**config.mk**
```make
export PLATFORM = sky130hd
export DESIGN_NAME = text_box_ctrl
export DESIGN_NICKNAME = d
export VERILOG_FILES = /design/src/rtl/text_box_pkg.sv /design/src/rtl/text_char_buf.sv /design/src/rtl/text_box_ctrl.sv
export SDC_FILE = /design/constraint.sdc
export NUM_CORES = 1
export LEC_CHECK = 0
export BUFFER_PORTS_ARGS = -buffer_cell sky130_fd_sc_hd__buf_2
export CORE_ASPECT_RATIO = 1.1
export CORE_UTILIZATION = 40
export DETAILED_ROUTE_END_ITERATION = 6
export GPL_ROUTABILITY_DRIVEN = 0
export MAX_ROUTING_LAYER = met4
export PLACE_DENSITY = 0.64
export SYNTH_ARGS = -nofsm -noshare
export SYNTH_HDL_FRONTEND = slang
export SYNTH_SLANG_ARGS = --single-unit
```
**constraint.sdc**
```tcl
create_clock -name pixel_clk_in -period 3 [get_ports pixel_clk_in]
set_input_delay 0.15 -clock pixel_clk_in [delete_from_list [all_inputs] [get_ports pixel_clk_in]]
set_output_delay 0.15 -clock pixel_clk_in [all_outputs]
set_load 0.01 [all_outputs]
```
**src/rtl/text_box_pkg.sv**
```systemverilog
// Shared constants for the dialogue box controller: FSM state encodings,
// special character codes and the off-screen glyph position.
package text_box_pkg;

    localparam logic [1:0] ST_CLEAR    = 2'd0;
    localparam logic [1:0] ST_TYPE     = 2'd1;
    localparam logic [1:0] ST_WAIT_ADV = 2'd2;

    localparam logic [6:0] CHAR_SPACE   = 7'h00;
    localparam logic [6:0] CHAR_NEWLINE = 7'h0A;
    localparam logic [6:0] MORE_GLYPH   = 7'h7F;

    // Far right of any raster line, so the renderer never matches it.
    localparam logic [10:0] OFFSCREEN_X = 11'd2000;

endpackage

```
**src/rtl/text_char_buf.sv**
```systemverilog
// Character buffer: one write port and one registered read port.
// A write is visible to reads issued on the following cycle.
module text_char_buf #(
    parameter int DEPTH = 32,
    parameter int AW    = $clog2(DEPTH)
) (
    input  logic          clk,
    input  logic          rst,
    input  logic          wr_en,
    input  logic [AW-1:0] wr_addr,
    input  logic [6:0]    wr_data,
    input  logic [AW-1:0] rd_addr,
    output logic [6:0]    rd_data
);

    logic [6:0] mem [DEPTH];

    always_ff @(posedge clk) begin
        if (wr_en) begin
            mem[wr_addr] <= wr_data;
        end
    end

    always_ff @(posedge clk or posedge rst) begin
        if (rst) begin
            rd_data <= '0;
        end else begin
            rd_data <= mem[rd_addr];
        end
    end

endmodule

```
**src/rtl/text_box_ctrl.sv**
```systemverilog
// Typewriter dialogue box: reveals characters into a COLS x ROWS buffer and
// drives the glyph renderer. Define TEXT_MORE_ARROW_EN for the blinking arrow.
module text_box_ctrl
    import text_box_pkg::*;
#(
    parameter int COLS        = 16,
    parameter int ROWS        = 2,
    parameter int BOX_X       = 64,
    parameter int BOX_Y       = 600,
    parameter int CELL_H      = 16,
    parameter int CHAR_DELAY  = 2,
    parameter int GLYPH_PITCH = 9,
    parameter int SHEET_COLS  = 16
) (
    input  logic        pixel_clk_in,
    input  logic        rst_in,
    input  logic [10:0] hcount_in,
    input  logic [9:0]  vcount_in,
    input  logic [6:0]  char_in,
    input  logic        char_valid_in,
    output logic        char_ready_out,
    input  logic        advance_in,
    output logic        more_out,
    output logic [10:0] glyph_x_out,
    output logic [9:0]  glyph_y_out,
    output logic [9:0]  sprite_sel_x_out,
    output logic [8:0]  sprite_sel_y_out,
    output logic [1:0]  state_out
);

    localparam int CELLS = COLS * ROWS;
    localparam int AW    = $clog2(CELLS);
    localparam int CW    = $clog2(CELLS + 1);
    localparam int FW    = $clog2(CHAR_DELAY + 2);
    localparam int RSH   = $clog2(CELL_H);

    localparam logic [FW-1:0] DELAY     = FW'(CHAR_DELAY);
    localparam logic [CW-1:0] CELLS_C   = CW'(CELLS);
    localparam logic [CW-1:0] COLS_C    = CW'(COLS);
    localparam logic [AW-1:0] LAST_ADDR = AW'(CELLS - 1);

    logic [1:0]    state;
    logic [AW-1:0] clr_addr;
    logic [CW-1:0] cursor;
    logic [CW-1:0] cur_col;
    logic [FW-1:0] fcnt;

    logic          frame_tick;
    logic          accept;
    logic          is_nl;
    logic [CW-1:0] next_cursor;

    logic          wr_en;
    logic [AW-1:0] wr_addr;
    logic [6:0]    wr_data;

    assign frame_tick = (hcount_in == 11'd0) && (vcount_in == 10'd0);

    // Handshake: a character transfers on any cycle where char_valid_in and
    // char_ready_out are both high; ready never depends on valid.
    assign char_ready_out = (state == ST_TYPE) && (fcnt >= DELAY);
    assign accept         = char_valid_in && char_ready_out;
    assign is_nl          = (char_in == CHAR_NEWLINE);
    assign next_cursor    = is_nl ? (cursor + (COLS_C - cur_col)) : (cursor + CW'(1));
    assign more_out       = (state == ST_WAIT_ADV);
    assign state_out      = state;

    always_ff @(posedge pixel_clk_in or posedge rst_in) begin
        if (rst_in) begin
            state    <= ST_CLEAR;
            clr_addr <= '0;
            cursor   <= '0;
            cur_col  <= '0;
            fcnt     <= '0;
        end else begin
            case (state)
                ST_CLEAR: begin
                    cursor   <= '0;
                    cur_col  <= '0;
                    fcnt     <= DELAY;
                    clr_addr <= clr_addr + AW'(1);
                    if (clr_addr == LAST_ADDR) begin
                        clr_addr <= '0;
                        state    <= ST_TYPE;
                    end
                end
                ST_TYPE: begin
                    if (accept) begin
                        fcnt    <= '0;
                        cursor  <= next_cursor;
                        cur_col <= (is_nl || cur_col == COLS_C - CW'(1)) ? '0 : cur_col + CW'(1);
                        if (next_cursor == CELLS_C) begin
                            state <= ST_WAIT_ADV;
                        end
                    end else if (frame_tick && fcnt < DELAY) begin
                        fcnt <= fcnt + FW'(1);
                    end
                end
                ST_WAIT_ADV: begin
                    if (advance_in) begin
                        clr_addr <= '0;
                        state    <= ST_CLEAR;
                    end
                end
                default: state <= ST_CLEAR;
            endcase
        end
    end

    always_comb begin
        wr_en   = 1'b0;
        wr_addr = cursor[AW-1:0];
        wr_data = char_in;
        if (state == ST_CLEAR) begin
            wr_en   = 1'b1;
            wr_addr = clr_addr;
            wr_data = CHAR_SPACE;
        end else if (accept && !is_nl) begin
            wr_en = 1'b1;
        end
    end

    // Render: look two pixels ahead so the two register stages land on time.
    logic [12:0]   dx, dy, col_w, row_w;
    logic          in_box;
    logic          s1_in_box, s2_in_box;
    logic [AW-1:0] s1_addr;
    logic [10:0]   s1_gx;
    logic [9:0]    s1_gy;
    logic [6:0]    rd_data;
    logic [6:0]    code;

    assign dx     = {2'b00, hcount_in} + 13'd2 - 13'(BOX_X);
    assign dy     = {3'b000, vcount_in} - 13'(BOX_Y);
    assign col_w  = dx >> 3;
    assign row_w  = dy >> RSH;
    assign in_box = !dx[12] && !dy[12] && (col_w < 13'(COLS)) && (row_w < 13'(ROWS));

    always_ff @(posedge pixel_clk_in or posedge rst_in) begin
        if (rst_in) begin
            s1_in_box   <= 1'b0;
            s1_addr     <= '0;
            s1_gx       <= '0;
            s1_gy       <= '0;
            s2_in_box   <= 1'b0;
            glyph_x_out <= OFFSCREEN_X;
            glyph_y_out <= '0;
        end else begin
            s1_in_box   <= in_box;
            s1_addr     <= AW'(int'(row_w) * COLS + int'(col_w));
            s1_gx       <= 11'(BOX_X + int'(col_w) * 8);
            s1_gy       <= 10'(BOX_Y + int'(row_w) * CELL_H);
            s2_in_box   <= s1_in_box;
            glyph_x_out <= s1_in_box ? s1_gx : OFFSCREEN_X;
            glyph_y_out <= s1_in_box ? s1_gy : '0;
        end
    end

    text_char_buf #(
        .DEPTH (CELLS),
        .AW    (AW)
    ) u_buf (
        .clk     (pixel_clk_in),
        .rst     (rst_in),
        .wr_en   (wr_en),
        .wr_addr (wr_addr),
        .wr_data (wr_data),
        .rd_addr (s1_addr),
        .rd_data (rd_data)
    );

`ifdef TEXT_MORE_ARROW_EN
    logic [4:0] blink;
    logic       s1_arrow, s2_arrow;

    always_ff @(posedge pixel_clk_in or posedge rst_in) begin
        if (rst_in) begin
            blink    <= '0;
            s1_arrow <= 1'b0;
            s2_arrow <= 1'b0;
        end else begin
            if (frame_tick) begin
                blink <= blink + 5'd1;
            end
            s1_arrow <= (state == ST_WAIT_ADV) && blink[4] &&
                        (AW'(int'(row_w) * COLS + int'(col_w)) == LAST_ADDR);
            s2_arrow <= s1_arrow;
        end
    end

    assign code = s2_arrow ? MORE_GLYPH : rd_data;
`else
    assign code = rd_data;
`endif

    assign sprite_sel_x_out = s2_in_box ? 10'((int'(code) % SHEET_COLS) * GLYPH_PITCH) : '0;
    assign sprite_sel_y_out = s2_in_box ? 9'((int'(code) / SHEET_COLS) * GLYPH_PITCH) : '0;

endmodule

```
==> flow_summary_export.csv, run 1 <==
group,metric,value,unit
outcome,status,"complete, no violations",
finish,area_growth_syn_to_layout,16.9,%
power,power,10500,µW
setup_path,crit_fanout,8,
floorplanning,die_y,184,µm
power,pwr-share-comb,19.8,%
setup_path,crit_path_end_kind,"register",
floorplanning,die_w,168,µm
sta,timing.fmax,0.393,GHz
power,seqPwrFrac,48.5,%
logic_synthesis,ys_types,57,
worst_hold_path,hold_class,"input port to register",
route,first_pass_iters,5,
setup_path,crit_path_frequent_cell,"nor2_1",
sta,rsz0062_at_grt,"false",
logic_synthesis,synth_area,12100,µm²
finish,fin_nets,890,
cts,clk_latency,0.55,ns
flow_run,cap_violations,0,
floorplanning,start_util,40.8,%
cts,cts_made_buffers,29,
global_route,antenna_found_initial,0,
sta,min_period,2.54,ns
logic_synthesis,syn_avg_cell_area,17.1,µm²
logic_synthesis,synth_top_area_share,55.6,%
global_route,grt_util_all_layers,17.8,%
route,wl_per_cell,20.8,µm
power,clock_power_share,31.7,%
setup_path,critPathArrivalTime,2.79,ns
logic_synthesis,ys_warn_count,0,
route,antenna_left,0,
power,power.net_switching,3030,µW
finish,diodes,0,
floorplanning,die_area,30900,µm²
route,dr_total_vias,6519,
setup_path,r2r_end,"u_buf.mem[6][0]",
setup_path,criticalPathCategory,"register to register",
route,drtIter0Drc,498,
global_route,grt_max_degree,57,
cts,cts_num_sinks,286,
cts,clockBufferDepth,3,
sta,report.final.slew_viol_count,0,
logic_synthesis,ys_seq_area_share,68.5,%
setup_path,r2r_slack,0.46,ns
finish,fill_cells,2432,
cts,tritoncts,"yes",
finish,register_area,8290,µm²
sta,period_share,84.8,%
floorplanning,core,29600,µm²
floorplanning,rows,66,
global_route,grt_pass1_vias,6659,
setup_path,critical_path.max_stage_delay,0.44,ns
sta,final.setup.tns,0,ns
finish,layout-drive-gt1-share,29.5,%
logic_synthesis,synth-seq-cells,286,
power,peakVddDrop,467,µV
cts,cts.repair.resized,0,
sta,worstMarginPinSlew,0.738,ns
cts,clockRootBuffer,"clkbuf_16",
power,power_density,745,nW/µm²
setup_path,start_kind,"register",
power,p_leak,0.00509,µW
logic_synthesis,synth_edf_count,224,
setup_path,path_cells,"ha_1 > nor2_1 > or3_1 > o41ai_2 > nand2_1 > nor2_1 > buf_4",
sta,hold_violations,0,
route,viasPerCell,5.28,
placement,io_buffers,64,
route,drc,0,
route,wl,25600,µm
setup_path,cp-startpoint,"fcnt[1]",
logic_synthesis,syn_inst,707,
sta,maxSlewHeadroom,50.8,%
setup_path,crit_cells,7,
sta,finClkSkew,0.0191,ns
floorplanning,ioPinCount,76,
cts,post_cts_buffers,0,
logic_synthesis,synth_flop_cell,"edfxtp_1",
setup_path,required,3.25,ns
placement,dp_hpwl,16900,µm
sta,setup_viol,0,
logic_synthesis,ys_async_sr_fraction,21.7,%
power,p_int,7500,µW
logic_synthesis,ys_top_cells_by_area,"edfxtp_1 (56%), mux4_2 (13%), dfrtp_1 (12%), ha_1 (2.1%), nor2_1 (1.6%)",
finish,multiInputGateArea,3540,µm²
setup_path,crit_buf_inv,1,
setup_path,worstSetupEndpoint,"u_buf.mem[6][0]",
global_route,grt_pass1_wl,40100,µm
cts,htree_levels,1,
cts,path_clk_slew,0.06,ns
setup_path,cp_slowest_cell,"dfrtp_1",
setup_path,crit_family,"simple AND/OR/NAND/NOR gates",
setup_path,reg2reg_depth,7,
sta,holdWs,0.0140,ns
power,swShare,28.8,%
logic_synthesis,yosys.area.top_type,"edfxtp_1",
global_route,grt_overflow,0,
setup_path,r2r_start,"fcnt[1]",
## worst min-delay path: stages
cell	delay, ns
buf_2	0.13
xnor2_1	0.16
xor2_1	0.07
## metrics by stage
step	area, µm²	cells	setup WS (ns)	utilization (%)
final	14100	1234	0.456	47.7
after global routing	14100	1234	0.291	47.7
after CTS	14100	1234	0.466	47.7
after detailed placement	13100	1166	0.472	44.2
after global placement	13100	1166	0.477	44.2
after floorplan	12100	717	0.489	-
## how the worst min path moves through the flow
stage                      start  slack [ns]              to  cells past startpoint
detailed placement        rst_in        0.05  glyph_y_out[7]                      2
CTS                 vcount_in[8]       0.005        s1_gy[8]                      3
global placement          rst_in        0.04        s1_gy[9]                      2
global route        vcount_in[8]        0.01        s1_gy[8]                      3
floorplan             advance_in        0.24    state_out[1]                      1
finish              vcount_in[8]        0.01        s1_gy[8]                      3
## power groups by stage
| stage | clock network [µW] | registers [µW] | logic [µW] |
|---|---|---|---|
| 2_1_floorplan | 0 | 5080 | 1350 |
| 3_3_place_gp | 0 | 5180 | 2060 |
| 3_5_place_dp | 0 | 5180 | 2090 |
| 4_1_cts | 3420 | 5100 | 2110 |
| 5_1_grt | 3570 | 5140 | 2310 |
| 6_report | 3340 | 5100 | 2090 |
## routing by layer
layer | share of wire [%] | GRT usage [%] | wire length [µm] | vias to the layer above
met4 | 2.0 | 4.48 | 503 | 0
met1 | 45 | 24.9 | 11500 | 3323
met5 | 0 | - | 0 | -
li1 | - | - | - | 2980
met3 | 5.5 | 2.45 | 1400 | 35
met2 | 48 | 27.7 | 12200 | 181
## state kept, by name, indices dropped and copies added (netlist names)
register,flops
u_buf.mem,224
glyph_x_out,8
glyph_y_out,7
s1_gy,7
u_buf.rd_data,7
cur_col,6
cursor,6
clr_addr,5
s1_addr,5
s1_gx,5
fcnt,2
state_out,2
s1_in_box,1
s2_in_box,1
## what timing repair did
item / in CTS / in global routing
hold buffers: 14 / 0
endpoints found under the hold margin: 66 / 0
setup endpoints to repair: 0 / 0
## cells in the mapped netlist, drive strengths merged, types with 3 or more instances
cell / number
a21oi: 11
a31o: 3
and2: 27
and3: 6
buf: 24
clkbuf: 16
dfrtp: 56
dfstp: 6
edfxtp: 224
ha: 20
inv: 17
mux2: 7
mux2i: 8
mux4: 70
nand2: 39
nand2b: 7
nand3: 12
nand4: 3
nor2: 52
nor3: 8
nor3b: 4
nor4: 6
o21ai: 16
o31ai: 5
or3: 5
xnor2: 20
xor2: 3
## cells by family (layout without fill, tap and decap cells)
logic type / Yosys count / after routing / share of synthesized area (%)
fa+ha+maj: 21 / 21 / 2.24
buf+inv: 57 / 200 / 2.49
simple gates: 179 / 179 / 7.37
flops: 286 / 286 / 68.5
other cells: 2 / 12 / 0.0621
compound gates: 53 / 53 / 3.03
mux: 85 / 85 / 14.4
xor+xnor: 24 / 24 / 1.85
## cell usage in the layout, fill, tap and decap left out, types with 14 or more instances in the layout
master,Yosys,routed
inv_1,17,16
mux4_2,68,68
clkbuf_16,0,29
o21ai_0,16,16
xnor2_1,20,20
and2_1,27,27
dlygate4sd3_1,0,14
edfxtp_1,224,224
buf_2,4,64
nand2_1,39,39
dfrtp_1,56,54
ha_1,20,20
buf_4,14,48
nor2_1,51,51
## cell type report
type                       instances  area share (%)
sequential                       286            58.7
multi-input combinational        374            25.0
timing repair buffer             129            6.23
clock buffer                      33            5.24
tap                              374            3.31
clock inverter                    21            1.07
inverter                          17           0.451
(Power assumes the default switching activity.)
==> run 2, diff against run 1 <==
==> constraint.sdc (replaced) <==
create_clock -name pixel_clk_in -period 2.6 [get_ports pixel_clk_in]
set_input_delay 0.13 -clock pixel_clk_in [delete_from_list [all_inputs] [get_ports pixel_clk_in]]
set_output_delay 0.13 -clock pixel_clk_in [all_outputs]
set_load 0.01 [all_outputs]
==> flow_summary_export.csv, run 2 (synthesis results as in run 1) <==
group,metric,value,unit
floorplanning,rows,66,
outcome,status,"finished, violations left",
global_route,busiest_layer,"met2",
sta,report.final.slew_viol_count,0,
cts,clk_latency,0.53,ns
flow_run,cap_violations,0,
setup_path,crit_path_end_kind,"register",
sta,worstMarginPinSlew,1.25,ns
sta,setup_viol,7,
finish,fin_nets,899,
floorplanning,core,29600,µm²
placement,dp_hpwl,16700,µm
setup_path,cp_slowest_cell,"dfrtp_1",
route,first_pass_iters,5,
route,drc,0,
route,antenna_left,0,
finish,area_growth_syn_to_layout,18.8,%
cts,cts_made_buffers,29,
floorplanning,die_area,30900,µm²
power,power_density,885,nW/µm²
floorplanning,ioPinCount,76,
power,peakVddDrop,411,µV
setup_path,criticalPathCategory,"register to register",
setup_path,crit_fanout,8,
finish,regMostFlops,"u_buf.mem",
placement,dp_slack,0.0467,ns
floorplanning,start_util,40.8,%
finish,largest_reg_flops,224,
sta,min_period,2.62,ns
cts,cts_num_sinks,286,
finish,diodes,0,
route,dr_total_vias,6562,
power,p_leak,0.00524,µW
worst_hold_path,hold_class,"input port to register",
sta,period_share,101,%
cts,htree_levels,1,
sta,hold_violations,0,
placement,place_area,13200,µm²
global_route,grt_util_all_layers,17.0,%
route,viasPerCell,5.28,
cts,path_clk_slew,0.06,ns
sta,finClkSkew,0.0139,ns
global_route,grtUsageMet2,26.4,%
global_route,grt_pass1_vias,6685,
global_route,grt_pass1_wl,38900,µm
setup_path,crit_family,"simple AND/OR/NAND/NOR gates",
floorplanning,die_w,168,µm
global_route,use_met3,2.43,%
finish,layout-drive-gt1-share,31.0,%
sta,setup_ws,-0.0192,ns
finish,top_regs,"u_buf.mem x224, glyph_x_out x8",
global_route,grt_overflow,0,
sta,rsz0062_at_grt,"true",
finish,mostFrequentLayoutCell,"edfxtp_1",
global_route,grt_max_degree,58,
finish,post-route-cell-area,14400,µm²
sta,holdWs,0.0279,ns
cts,clockBufferDepth,3,
cts,clockRootBuffer,"clkbuf_16",
finish,fin_util,48.5,%
global_route,antenna_found_initial,0,
global_route,grtUsageMet1,23.4,%
setup_path,required,2.83,ns
route,drtIter0Drc,560,
setup_path,crit_buf_inv,1,
setup_path,critical_path.max_stage_delay,0.49,ns
route,wl,24900,µm
sta,maxSlewHeadroom,16.6,%
sta,timing.fmax,0.382,GHz
route,wl_per_cell,20.1,µm
setup_path,start_kind,"register",
setup_path,path_cells,"nand2b_1 > or3_1 > o41ai_2 > nand2_1 > nor2_1 > buf_4",
outcome,violations,"setup timing",
finish,fill_cells,2424,
setup_path,critPathArrivalTime,2.85,ns
finish,layout_common_cells,"edfxtp_1 (224), mux4_2 (68), buf_2 (64)",
placement,io_buffers,64,
floorplanning,die_y,184,µm
cts,tritoncts,"yes",
-- run 2: worst min-delay path, cell delays in order --
cell and delay, ns:
buf_2 0.14, o32a_1 0.18, xnor2_1 0.06
-- run 2: stage by stage --
| step | std cells | total power [µW] | setup TNS (ns) |
|---|---|---|---|
| floorplan | 717 | 7420 | 0 |
| finish | 1242 | 12700 | -0.107 |
| global route | 1242 | 13200 | -9.60 |
| global placement | 1172 | 8360 | 0 |
| CTS | 1240 | 12800 | -0.0323 |
| detailed placement | 1172 | 8400 | 0 |
-- run 2: path summary, 6_finish.rpt --
kind,start,to,slack (ns),cells after the start
setup / recovery,state_out[0],u_buf.mem[9][3],-0.02,6
hold / removal,vcount_in[7],s1_gy[9],0.03,3
setup reg to reg,state_out[0],u_buf.mem[9][3],-0.02,6
hold reg to reg,s1_gx[8],glyph_x_out[8],0.43,1
max in group asynchronous,rst_in,glyph_x_out[4],1.78,4
min in group asynchronous,rst_in,cur_col[0],0.15,3
-- run 2: what timing repair did --
item / CTS / global route
buffers inserted: 0 / 2
hold buffers: 15 / 0
hold endpoints to repair: 27 / 0
gates resized for setup: 0 / 1
setup endpoints to repair: 9 / 168
pin swaps: 0 / 1
-- run 2: where the power goes --
| group | switching [µW] | internal [µW] |
|---|---|---|
| Clock | 1700 | 2680 |
| Sequential | 238 | 5640 |
| Combinational | 1490 | 970 |
| Total | 3420 | 9290 |
-- run 2: cell type report --
type | count | area, µm² | share of cell area [%]
multi-input combinational | 374 | 3540 | 24.7
clock buffer | 37 | 836 | 5.82
timing repair buffer | 138 | 963 | 6.71
clock inverter | 16 | 204 | 1.42
tap | 374 | 468 | 3.26
sequential | 286 | 8290 | 57.7
inverter | 17 | 63.8 | 0.444
-- run 2: per-layer routing --
layer | part of all wire (%) | vias to the layer above
met5 | 0 | -
met1 | 45 | 3307
met4 | 2.2 | 0
met2 | 47 | 212
met3 | 5.9 | 43
li1 | - | 3000
==> run 3, diff against run 2 <==
--- a/config.mk
+++ b/config.mk
@@ -8,6 +8,7 @@
 export BUFFER_PORTS_ARGS = -buffer_cell sky130_fd_sc_hd__buf_2
 export CORE_ASPECT_RATIO = 1.1
 export CORE_UTILIZATION = 40
+export CTS_BUF_LIST = sky130_fd_sc_hd__clkbuf_16
 export DETAILED_ROUTE_END_ITERATION = 6
 export GPL_ROUTABILITY_DRIVEN = 0
 export MAX_ROUTING_LAYER = met4
==> flow_summary_export.csv, run 3 (synthesis results as in run 1) <==
group,metric,value,unit
worst_hold_path,hold_class,"input port to register",
setup_path,critPathArrivalTime,2.85,ns
setup_path,r2r_start,"state_out[0]",
route,first_pass_iters,5,
worst_hold_path,worstHoldEndpoint,"s1_gy[9]",
route,wl_per_cell,20.0,µm
global_route,grt_max_degree,58,
route,viasPerCell,5.29,
worst_hold_path,hold_depth,3,
finish,top_regs,"u_buf.mem x224, glyph_x_out x8",
cts,cts_made_buffers,29,
global_route,grt_util_all_layers,17.0,%
setup_path,crit_fanout,8,
route,antenna_left,0,
outcome,violations,"setup timing",
outcome,status,"finished, violations left",
cts,tritoncts,"yes",
cts,clockBufferDepth,3,
global_route,grt_overflow,0,
floorplanning,core,29600,µm²
floorplanning,die_area,30900,µm²
setup_path,criticalPathCategory,"register to register",
floorplanning,die_y,184,µm
finish,layout-drive-gt1-share,30.1,%
setup_path,r2r_slack,-0.02,ns
finish,regMostFlops,"u_buf.mem",
cts,clk_latency,0.53,ns
global_route,antenna_found_initial,0,
setup_path,crit_path_end_kind,"register",
route,wl,24900,µm
worst_hold_path,min-delay-start,"vcount_in[7]",
finish,fill_cells,2436,
setup_path,reg2reg_depth,6,
finish,largest_reg_flops,224,
sta,maxSlewHeadroom,15.9,%
route,drc,0,
sta,report.final.slew_viol_count,0,
setup_path,required,2.83,ns
global_route,grt_pass1_wl,38900,µm
floorplanning,die_w,168,µm
floorplanning,start_util,40.8,%
power,power,12500,µW
finish,fin_nets,899,
floorplanning,rows,66,
sta,rsz0062_at_grt,"true",
sta,timing.fmax,0.382,GHz
finish,mostFrequentLayoutCell,"edfxtp_1",
sta,period_share,101,%
route,drtIter0Drc,526,
cts,cts_num_sinks,286,
flow_run,cap_violations,0,
sta,setup_viol,14,
sta,finClkSkew,0.0130,ns
sta,min_period,2.62,ns
setup_path,r2r_end,"u_buf.mem[9][3]",
setup_path,start_kind,"register",
power,p_leak,0.00519,µW
placement,dp_hpwl,16700,µm
finish,area_growth_syn_to_layout,18.2,%
finish,diodes,0,
power,peakVddDrop,412,µV
global_route,grt_pass1_vias,6685,
power,power_density,873,nW/µm²
cts,path_clk_slew,0.06,ns
sta,hold_violations,0,
sta,final.setup.tns,-0.139,ns
route,dr_total_vias,6569,
floorplanning,ioPinCount,76,
finish,layout_common_cells,"edfxtp_1 (224), mux4_2 (68), buf_2 (64)",
cts,clockRootBuffer,"clkbuf_16",
sta,setup_ws,-0.0200,ns
cts,htree_levels,1,
placement,io_buffers,64,
sta,worstMarginPinSlew,1.26,ns
[run 3: cell count changes in the layout (fill, tap and decap cells not counted)]
cell / change
clkbuf_8: -8
clkinv_1: +8
[run 3: through the flow]
stage	std cells	worst slack (ns)	instance area (µm²)	hold slack (ns)	util, %
final	1242	-0.0200	14300	0.0302	48.2
after global routing	1242	-0.155	14300	0.0419	48.2
after CTS	1240	-0.00220	14300	0.000641	48.1
after detailed placement	1172	0.0467	13200	0.175	44.4
after global placement	1172	0.139	13200	0.163	44.4
after floorplan	717	0.0893	12100	0.216	-
[run 3: worst max-delay path by stage]
stage                       startpoint          endpoint  cells after the start
after CTS                 state_out[0]   u_buf.mem[9][3]                      6
after global placement         fcnt[1]   u_buf.mem[5][0]                      7
after global routing      state_out[0]  u_buf.mem[29][0]                      6
after detailed placement  state_out[0]  u_buf.mem[29][3]                      6
final                     state_out[0]   u_buf.mem[9][3]                      6
after floorplan           state_out[1]  u_buf.mem[11][0]                      7
[run 3: layer usage]
| layer | GRT usage [%] | wire length [µm] |
|---|---|---|
| met1 | 23.4 | 10900 |
| met2 | 26.4 | 11800 |
| met3 | 2.43 | 1600 |
| met4 | 5.25 | 565 |
| met5 | - | 0 |
[run 3: power breakdown]
part / internal, µW / switching, µW / total (µW) / leakage (µW)
clock: 2440 / 1690 / 4130 / 0.000475
combinational: 970 / 1490 / 2460 / 0.00190
sequential: 5640 / 236 / 5880 / 0.00281
total: 9050 / 3420 / 12500 / 0.00519
[run 3: layout make-up]
type                       count  area (µm²)  share of cell area (%)
clock buffer                  29         726                    5.08
clock inverter                24         234                    1.64
inverter                      17        63.8                   0.447
multi-input combinational    374        3540                    24.8
sequential                   286        8290                    58.0
tap                          374         468                    3.28
timing repair buffer         138         963                    6.74
[run 3: critical path: stages, from the launching register on]
cell and delay [ns]:
dfrtp_1 0.49, nand2b_1 0.18, or3_1 0.45, o41ai_2 0.37, nand2_1 0.43, nor2_1 0.24
buf_4 0.19
[run 3: repair_timing]
item	in CTS	in global routing
endpoints found under the hold margin	27	0
hold buffers	15	0
pin swaps	0	1
buffers inserted	0	2
gates resized for setup	0	1
setup endpoints to repair	3	168
